[src/rtl/pe_mac_dbuf_if.sv]
// pe_mac_dbuf_if: dataflow, window-control and column-chain signals of one systolic MAC processing element
interface pe_mac_dbuf_if #(
  parameter int DW = 8,
  parameter int ACC_W = 24,
  parameter int CNT_W = 9
);
  logic en_synch;
  logic in_valid;
  logic signed [DW-1:0] in_data;
  logic signed [DW-1:0] in_weight;
  logic [CNT_W-1:0] kernel_len;
  logic signed [DW-1:0] out_in;
  logic signed [DW-1:0] out_weight;
  logic out_valid;
  logic sel;
  logic signed [ACC_W-1:0] in_pre;
  logic in_pre_valid;
  logic res_take;
  logic signed [ACC_W-1:0] out_data;
  logic out_data_valid;
  logic overrun;
  logic sat_flag;
  modport master (
    output en_synch, in_valid, in_data, in_weight, kernel_len, sel, in_pre, in_pre_valid, res_take,
    input out_in, out_weight, out_valid, out_data, out_data_valid, overrun, sat_flag
  );
  modport slave (
    input en_synch, in_valid, in_data, in_weight, kernel_len, sel, in_pre, in_pre_valid, res_take,
    output out_in, out_weight, out_valid, out_data, out_data_valid, overrun, sat_flag
  );
endinterface

[src/rtl/pe_mac_dbuf.sv]
// pe_mac_dbuf: output-stationary systolic MAC PE with double-buffered result; define PE_MAC_SAT_EN for saturating accumulation
module pe_mac_dbuf #(
  parameter int DW = 8,
  parameter int ACC_W = 24,
  parameter int CNT_W = 9,
  parameter int MUL_LAT = 2
) (
  input logic clk,
  input logic rst,
  pe_mac_dbuf_if.slave io
);
  logic en;
  logic fv_q, fv_d;
  logic signed [DW-1:0] fi_q, fi_d, fw_q, fw_d;
  logic signed [ACC_W-1:0] pp_q [MUL_LAT];
  logic signed [ACC_W-1:0] pp_d [MUL_LAT];
  logic pv_q [MUL_LAT];
  logic pv_d [MUL_LAT];
  logic [CNT_W-1:0] cnt_q, cnt_d, len_q, len_d, len_eff, len_cur;
  logic signed [ACC_W-1:0] acc_q, acc_d, res_q, res_d, base, tail, sum, ext;
  logic signed [2*DW-1:0] mul;
  logic res_full_q, res_full_d, ovr_q, ovr_d, tail_v, done, take;
  assign en = io.en_synch;
  assign mul = io.in_data * io.in_weight;
  assign ext = ACC_W'(mul);
  assign tail = pp_q[MUL_LAT-1];
  assign tail_v = pv_q[MUL_LAT-1];
  assign len_eff = io.kernel_len == '0 ? CNT_W'(1) : io.kernel_len;
  assign len_cur = cnt_q == '0 ? len_eff : len_q;
  assign done = tail_v & (cnt_q == len_cur - CNT_W'(1));
  assign take = io.res_take & io.sel & res_full_q;
  assign base = cnt_q == '0 ? '0 : acc_q;
`ifdef PE_MAC_SAT_EN
  logic signed [ACC_W:0] wide;
  logic ovf, sat_q, sat_d;
  assign wide = {base[ACC_W-1], base} + {tail[ACC_W-1], tail};
  assign ovf = wide[ACC_W] ^ wide[ACC_W-1];
  assign sum = ovf ? {wide[ACC_W], {(ACC_W-1){~wide[ACC_W]}}} : wide[ACC_W-1:0];
  always_comb sat_d = sat_q | (en & tail_v & ovf);
  always_ff @(posedge clk) sat_q <= rst ? 1'b0 : sat_d;
  assign io.sat_flag = sat_q;
`else
  assign sum = base + tail;
  assign io.sat_flag = 1'b0;
`endif
  always_comb begin
    pp_d = pp_q;
    pv_d = pv_q;
    if (en) begin
      pp_d[0] = io.in_valid ? ext : '0;
      pv_d[0] = io.in_valid;
      for (int i = 1; i < MUL_LAT; i++) begin
        pp_d[i] = pp_q[i-1];
        pv_d[i] = pv_q[i-1];
      end
    end
  end
  always_comb begin
    fv_d = en ? io.in_valid : fv_q;
    fi_d = en ? (io.in_valid ? io.in_data : '0) : fi_q;
    fw_d = en ? (io.in_valid ? io.in_weight : '0) : fw_q;
    acc_d = (en & tail_v) ? sum : acc_q;
    cnt_d = (en & tail_v) ? (done ? '0 : cnt_q + CNT_W'(1)) : cnt_q;
    len_d = (en & tail_v & (cnt_q == '0)) ? len_eff : len_q;
    res_d = (en & done) ? sum : res_q;
    res_full_d = en ? (done | (res_full_q & ~take)) : res_full_q;
    ovr_d = ovr_q | (en & done & res_full_q & ~take);
  end
  always_ff @(posedge clk) begin
    if (rst) begin
      fv_q <= 1'b0;
      fi_q <= '0;
      fw_q <= '0;
      pp_q <= '{default: '0};
      pv_q <= '{default: 1'b0};
      cnt_q <= '0;
      len_q <= '0;
      acc_q <= '0;
      res_q <= '0;
      res_full_q <= 1'b0;
      ovr_q <= 1'b0;
    end else begin
      fv_q <= fv_d;
      fi_q <= fi_d;
      fw_q <= fw_d;
      pp_q <= pp_d;
      pv_q <= pv_d;
      cnt_q <= cnt_d;
      len_q <= len_d;
      acc_q <= acc_d;
      res_q <= res_d;
      res_full_q <= res_full_d;
      ovr_q <= ovr_d;
    end
  end
  assign io.out_valid = fv_q;
  assign io.out_in = fi_q;
  assign io.out_weight = fw_q;
  assign io.out_data = io.sel ? res_q : io.in_pre;
  assign io.out_data_valid = io.sel ? res_full_q : io.in_pre_valid;
  assign io.overrun = ovr_q;
endmodule

[src/flat_wrapper.sv]
// flat-port wrapper written by rule: the top's interface ports become plain ports
module pe_mac_dbuf_flat 
#(
  parameter int DW = 8,
  parameter int ACC_W = 24,
  parameter int CNT_W = 9,
  parameter int MUL_LAT = 2
)
  (clk, rst, io_en_synch, io_in_valid, io_in_data, io_in_weight, io_kernel_len, io_sel, io_in_pre, io_in_pre_valid, io_res_take, io_out_in, io_out_weight, io_out_valid, io_out_data, io_out_data_valid, io_overrun, io_sat_flag);
  pe_mac_dbuf_if #(.DW(DW), .ACC_W(ACC_W), .CNT_W(CNT_W)) io_i ();
  input logic clk;
  input logic rst;
  input wire logic [$bits(io_i.en_synch)-1:0] io_en_synch;
  input wire logic [$bits(io_i.in_valid)-1:0] io_in_valid;
  input wire logic [$bits(io_i.in_data)-1:0] io_in_data;
  input wire logic [$bits(io_i.in_weight)-1:0] io_in_weight;
  input wire logic [$bits(io_i.kernel_len)-1:0] io_kernel_len;
  input wire logic [$bits(io_i.sel)-1:0] io_sel;
  input wire logic [$bits(io_i.in_pre)-1:0] io_in_pre;
  input wire logic [$bits(io_i.in_pre_valid)-1:0] io_in_pre_valid;
  input wire logic [$bits(io_i.res_take)-1:0] io_res_take;
  output wire logic [$bits(io_i.out_in)-1:0] io_out_in;
  output wire logic [$bits(io_i.out_weight)-1:0] io_out_weight;
  output wire logic [$bits(io_i.out_valid)-1:0] io_out_valid;
  output wire logic [$bits(io_i.out_data)-1:0] io_out_data;
  output wire logic [$bits(io_i.out_data_valid)-1:0] io_out_data_valid;
  output wire logic [$bits(io_i.overrun)-1:0] io_overrun;
  output wire logic [$bits(io_i.sat_flag)-1:0] io_sat_flag;
  assign io_i.en_synch = io_en_synch;
  assign io_i.in_valid = io_in_valid;
  assign io_i.in_data = io_in_data;
  assign io_i.in_weight = io_in_weight;
  assign io_i.kernel_len = io_kernel_len;
  assign io_i.sel = io_sel;
  assign io_i.in_pre = io_in_pre;
  assign io_i.in_pre_valid = io_in_pre_valid;
  assign io_i.res_take = io_res_take;
  assign io_out_in = io_i.out_in;
  assign io_out_weight = io_i.out_weight;
  assign io_out_valid = io_i.out_valid;
  assign io_out_data = io_i.out_data;
  assign io_out_data_valid = io_i.out_data_valid;
  assign io_overrun = io_i.overrun;
  assign io_sat_flag = io_i.sat_flag;
  pe_mac_dbuf #(.DW(DW), .ACC_W(ACC_W), .CNT_W(CNT_W), .MUL_LAT(MUL_LAT)) u_core (.clk(clk), .rst(rst), .io(io_i));
endmodule
[config.mk]
export PLATFORM = sky130hd
export DESIGN_NAME = pe_mac_dbuf_flat
export DESIGN_NICKNAME = d
export VERILOG_FILES = /design/src/rtl/pe_mac_dbuf_if.sv /design/src/rtl/pe_mac_dbuf.sv /design/src/flat_wrapper.sv
export SDC_FILE = /design/constraint.sdc
export NUM_CORES = 1
export LEC_CHECK = 0
export CORE_UTILIZATION = 50
export DETAILED_ROUTE_END_ITERATION = 10
export HOLD_SLACK_MARGIN = 0.12
export PLACE_DENSITY_LB_ADDON = 0.3
export SLEW_MARGIN = 20
export SYNTH_ARGS = -nofsm -noshare
export SYNTH_HDL_FRONTEND = slang
export SYNTH_SLANG_ARGS = --single-unit
[constraint.sdc]
create_clock -name clk -period 13.7 [get_ports clk]
set_input_delay 2.74 -clock clk [delete_from_list [all_inputs] [get_ports clk]]
set_output_delay 2.74 -clock clk [all_outputs]
set_load 0.02 [all_outputs]
# Yosys cells after proc, flatten, opt, wreduce, memory -nomap -nowiden
# Index checks and enable logic that the tools add are counted.
[totals]
regBits = 134
inputBits = 56
out_inout_bits = 44
[op_classes]
add_sub_neg = 3
mul = 1
eq_ne = 1
n_mux = 9
n_bitwise = 12
n_reduce_logical = 2
[ops]
columns = ["op", "n"]
rows = [
  ["2-to-1 mux 24 bit", 3],
  ["2-to-1 mux 9 bit", 3],
  ["adder 24 bit", 1],
  ["logical NOT 9 bit", 2],
  ["multiplier 8 x 8 -> 16 bit", 1],
  ["2-to-1 mux 8 bit", 2],
  ["adder 9 x 1 -> 9 bit, second input constant", 1],
  ["AND 1 bit", 9],
  ["equality test 9 bit", 1],
  ["subtractor 9 x 1 -> 9 bit, second input constant", 1],
  ["bitwise OR 1 bit", 2],
  ["2-to-1 mux 1 bit", 1],
  ["inverter 1 bit", 1],
]

# Depth between registers and ports, before layout
[depth]
word_depth = 10
ltp_mapped = 18
depth_no_buf = 18

# Least setup slack after synthesis
# Ideal clock, no wire load.
[synth_timing]
path_type = "in2reg"
start = "in io_in_weight[3]"
end = "reg u_core.pp_q[46] in the netlist's numbering"
setup_time_ns = 0.122
t_arrival_ns = 6.563
t_required_ns = 13.578
slack_ns = 7.015
stages = 16
path_cell_list = "and2_1 fa_1 inv_1 fa_1 inv_1 fa_1 inv_1 fa_1 inv_1 ha_1 a21oi_1 nor2b_1 a41oi_1 a21oi_1 and3_1 a311o_1"
[synth_between]
elab_chain_len = 2
[synth_rtl]
columns = ["item", "line_no", "source"]
rows = [
  ["start, declared", "flat_wrapper.sv:16", "input wire logic [$bits(io_i.in_weight)-1:0] io_in_weight;"],
  ["multiplier 8 x 8 -> 16 bit", "pe_mac_dbuf.sv:24", "assign mul = io.in_data * io.in_weight;"],
  ["2-to-1 mux 24 bit", "pe_mac_dbuf.sv:50", "pp_d[0] = io.in_valid ? ext : '0;"],
  ["end signal, assigned", "pe_mac_dbuf.sv:86", "pp_q <= pp_d;"],
  ["end, declared", "pe_mac_dbuf.sv:15", "logic signed [ACC_W-1:0] pp_q [MUL_LAT];"],
]
# No other way between the ends.
# A chain may end at the register's enable or synchronous reset.

# Worst setup path after layout
[layout_timing]
start = "in io_sel"
end = "out io_out_data[8]"
[layout_between]
elab_chain_len = 1
[layout_rtl]
columns = ["item", "line_no", "source"]
rows = [
  ["start, declared", "flat_wrapper.sv:18", "input wire logic [$bits(io_i.sel)-1:0] io_sel;"],
  ["2-to-1 mux 24 bit", "pe_mac_dbuf.sv:99", "assign io.out_data = io.sel ? res_q : io.in_pre;"],
  ["end, declared", "flat_wrapper.sv:25", "output wire logic [$bits(io_i.out_data)-1:0] io_out_data;"],
]
# No other way between the ends.

==> flow_summary.toml <==
[clock_network]
cts_made_buffers = 17
clkSinkCount = 118
cts.repair.resized = 0
post-cts-setup-buffers = 0
clkLatencyLatePin_ns = 0.42
clk_pin_slew_worst_paths_ns = 0.05
ctsHoldBuffers = 0
cts_tree = "yes"
cts_root_buf = "clkbuf_16"
clockBufferDepth = 2
cts-htree-levels = 4

[timing]
max_slew_margin_pct = 25.5
rsz0062_at_grt = "false"
min_period_over_period_pct = 52.9
fmax_mhz = 138
worst_pin_slew_ns = 1.11
drv_slew = 0
fin_tns_setup_ns = 0
finalClockSkew_ns = 0.00831
post-route-min-period_ns = 7.25
finalSetupViolations = 0
hold_slack_ns = 0.447
finalHoldViolCount = 0

[detailed_routing]
top_layer = "met4"
vias_per_cell = 5.41
via_count = 7168
dr_wl_met2_mm = 9.48
wl_met1_mm = 9.13
dr.pass1.iters = 5
wl_met3_um = 827
drtIter0Drc = 423
drc_errors = 0
detail-route-antenna-nets = 0
wl_per_cell_um = 14.9
drt-total-wl_mm = 19.7

[floorplan]
die_h_um = 134
fp.dieW_um = 134
start_util_pct = 51.9
rows = 47
ios = 100
fp.dieArea_sq_um = 17900
core_sq_um = 16800

[power]
power_density_nw_per_um2 = 123
p_leak_nw = 4.61
ir_worst_vdd_uv = 108

[placed_design]
post_dp_cell_area_sq_um = 9850
dpl.hpwl_mm = 14.2
gp_congestion = 0.856
dp.cells = 1292
port_buffers = 98

[final_layout]
drive_gt1_share_pct = 7.16
diodes = 0
syn_to_final_growth_pct = 19.9
design_area_sq_um = 10400
fillCellCount = 1438
fin_util_pct = 62.2
finalNonFillerCells = 1324
fin_nets = 1258

[global_routing]
antenna_found_initial = 0
grt_pass1_vias = 7090
track_usage_pct = 23.3
grt-ovfl-total = 0
grt_pass1_wl_mm = 33.7
grt_max_degree = 79

[synthesis]
syn-instance-count = 1006
ys_seq_elements = 118
synth_area_per_cell_sq_um = 8.65
yosysMostFrequentCell = "dfxtp_1"
synth_nets = 1173
yosysSeqAreaShare_pct = 27.2
ys_top_cells_by_area = "dfxtp_1 27%, fa_1 13%, ha_1 7.9%"
synth_commonest_cells = "118 x dfxtp_1, 104 x inv_1, 99 x nand2_1"
yosysUniqueCellTypes = 60
synth_edf_count = 0
synth_area_sq_um = 8700
ys.flop_type = "dfxtp_1"
yosys_warnings = 0
synth_area_leader_cell = "dfxtp_1"
async_flop_share_pct = 0
synth_top_area_share_pct = 27.2

[setup_path]
crit_path_max_fanout = 26
crit_buf_inv = 3
critPathArrivalTime_ns = 4.51
critPathKind = "in2out"
cp.required_ns = 10.96
cpPeakStageDelay_ns = 0.55
slowest_stage = "clkdlybuf4s50_1"
endpoint_kind = "output port"
cp_cell_sequence = "clkdlybuf4s50_1 -> buf_4 -> mux2_2 -> clkdlybuf4s50_1"
cp_common_cell = "clkdlybuf4s50_1"
critPathTopFamily = "buffers and inverters"
cp-start-kind = "input pin"

[run_status]
outcome = "finished, final reports clean"

[job]
maxCapViolCount = 0

[worst_hold_path]
hp-class = "reg2reg"
==> routing by layer <==
metal  GRT usage (%)  vias up
li1                -     3543
met1            30.4     3451
met2            39.3      155
met3            3.93       19
met4            7.39        0
met5               0        -
==> layout make-up <==
type / instances / area [sq um] / area share (%)
inverters: 105 / 394 / 3.78
flip-flops and latches: 118 / 2360 / 22.6
well taps: 220 / 275 / 2.64
clock inverters: 12 / 126 / 1.21
clock buffers: 20 / 457 / 4.38
multi-input cells: 744 / 5790 / 55.5
repair buffers: 105 / 1030 / 9.88
==> stage by stage <==
step	power, W	setup slack (ns)
5_1_grt	0.00138	6.23
6_report	0.00128	6.45
3_3_place_gp	0.000834	6.15
2_1_floorplan	0.000741	7.01
4_1_cts	0.00129	6.43
3_5_place_dp	0.000847	6.07
==> worst paths after layout <==
kind	start	to	slack, ns	cells past startpoint
hold / removal	u_core.acc_q[15]$_SDFFE_PP0P_	u_core.acc_q[15]$_SDFFE_PP0P_	0.45	2
setup reg to reg	u_core.cnt_q[0]$_SDFFE_PP0P_	u_core.acc_q[19]$_SDFFE_PP0P_	8.64	15
setup / recovery	io_sel	io_out_data[8]	6.45	4
hold reg to reg	u_core.acc_q[15]$_SDFFE_PP0P_	u_core.acc_q[15]$_SDFFE_PP0P_	0.45	2
==> power by group <==
part	internal [W]	leakage (nW)	switching, W
Sequential	0.000365	0.954	0.0000136
Combinational	0.000213	3.37	0.000248
Clock	0.000277	0.286	0.000163
==> placed cells by master, fill, tap and decap left out, types with 33 or more instances in the layout <==
cell type,synthesis,routed
dfxtp_1,118,118
inv_1,104,104
nand2_1,99,99
nor2_1,98,98
clkdlybuf4s50_1,0,97
and2_1,71,70
a21oi_1,60,60
fa_1,56,56
ha_1,55,55
mux2i_1,42,42
xnor2_1,33,33
==> registers in the layout (all words and copies together) (netlist names) <==
| register | count |
|---|---|
| u_core.cnt_q | 9 |
| u_core.io.out_valid | 1 |
| u_core.res_full_q | 1 |
| u_core.tail | 16 |
| u_core.io.out_weight | 8 |
| u_core.io.overrun | 1 |
| u_core.io.out_in | 8 |
| u_core.res_q | 24 |
| u_core.acc_q | 24 |
| u_core.pp_q | 16 |
| u_core.tail_v | 1 |
| u_core.len_q | 9 |
==> logic make-up after synthesis <==
kind of cell               Yosys count  synth area share (%)
and+or+nand+nor                    350                  19.8
AOI/OAI and AO/OA                  160                  12.3
buffers and inverters              144                  6.33
DFF                                118                  27.2
adders and majority gates          111                  20.8
muxes                               68                  8.20
xor gates and xnor gates            54                  5.44
other                                1                0.0431
==> worst register-to-register path, delay by kind of cell (launching register included) <==
| kind | cells | cell delay [ns] |
|---|---|---|
| AOI/OAI and AO/OA | 6 | 1.88 |
| and+or+nand+nor | 5 | 1.72 |
| adders and majority gates | 2 | 0.53 |
| buffers and inverters | 2 | 0.49 |
| DFF | 1 | 0.33 |
(Power assumes the default switching activity.)
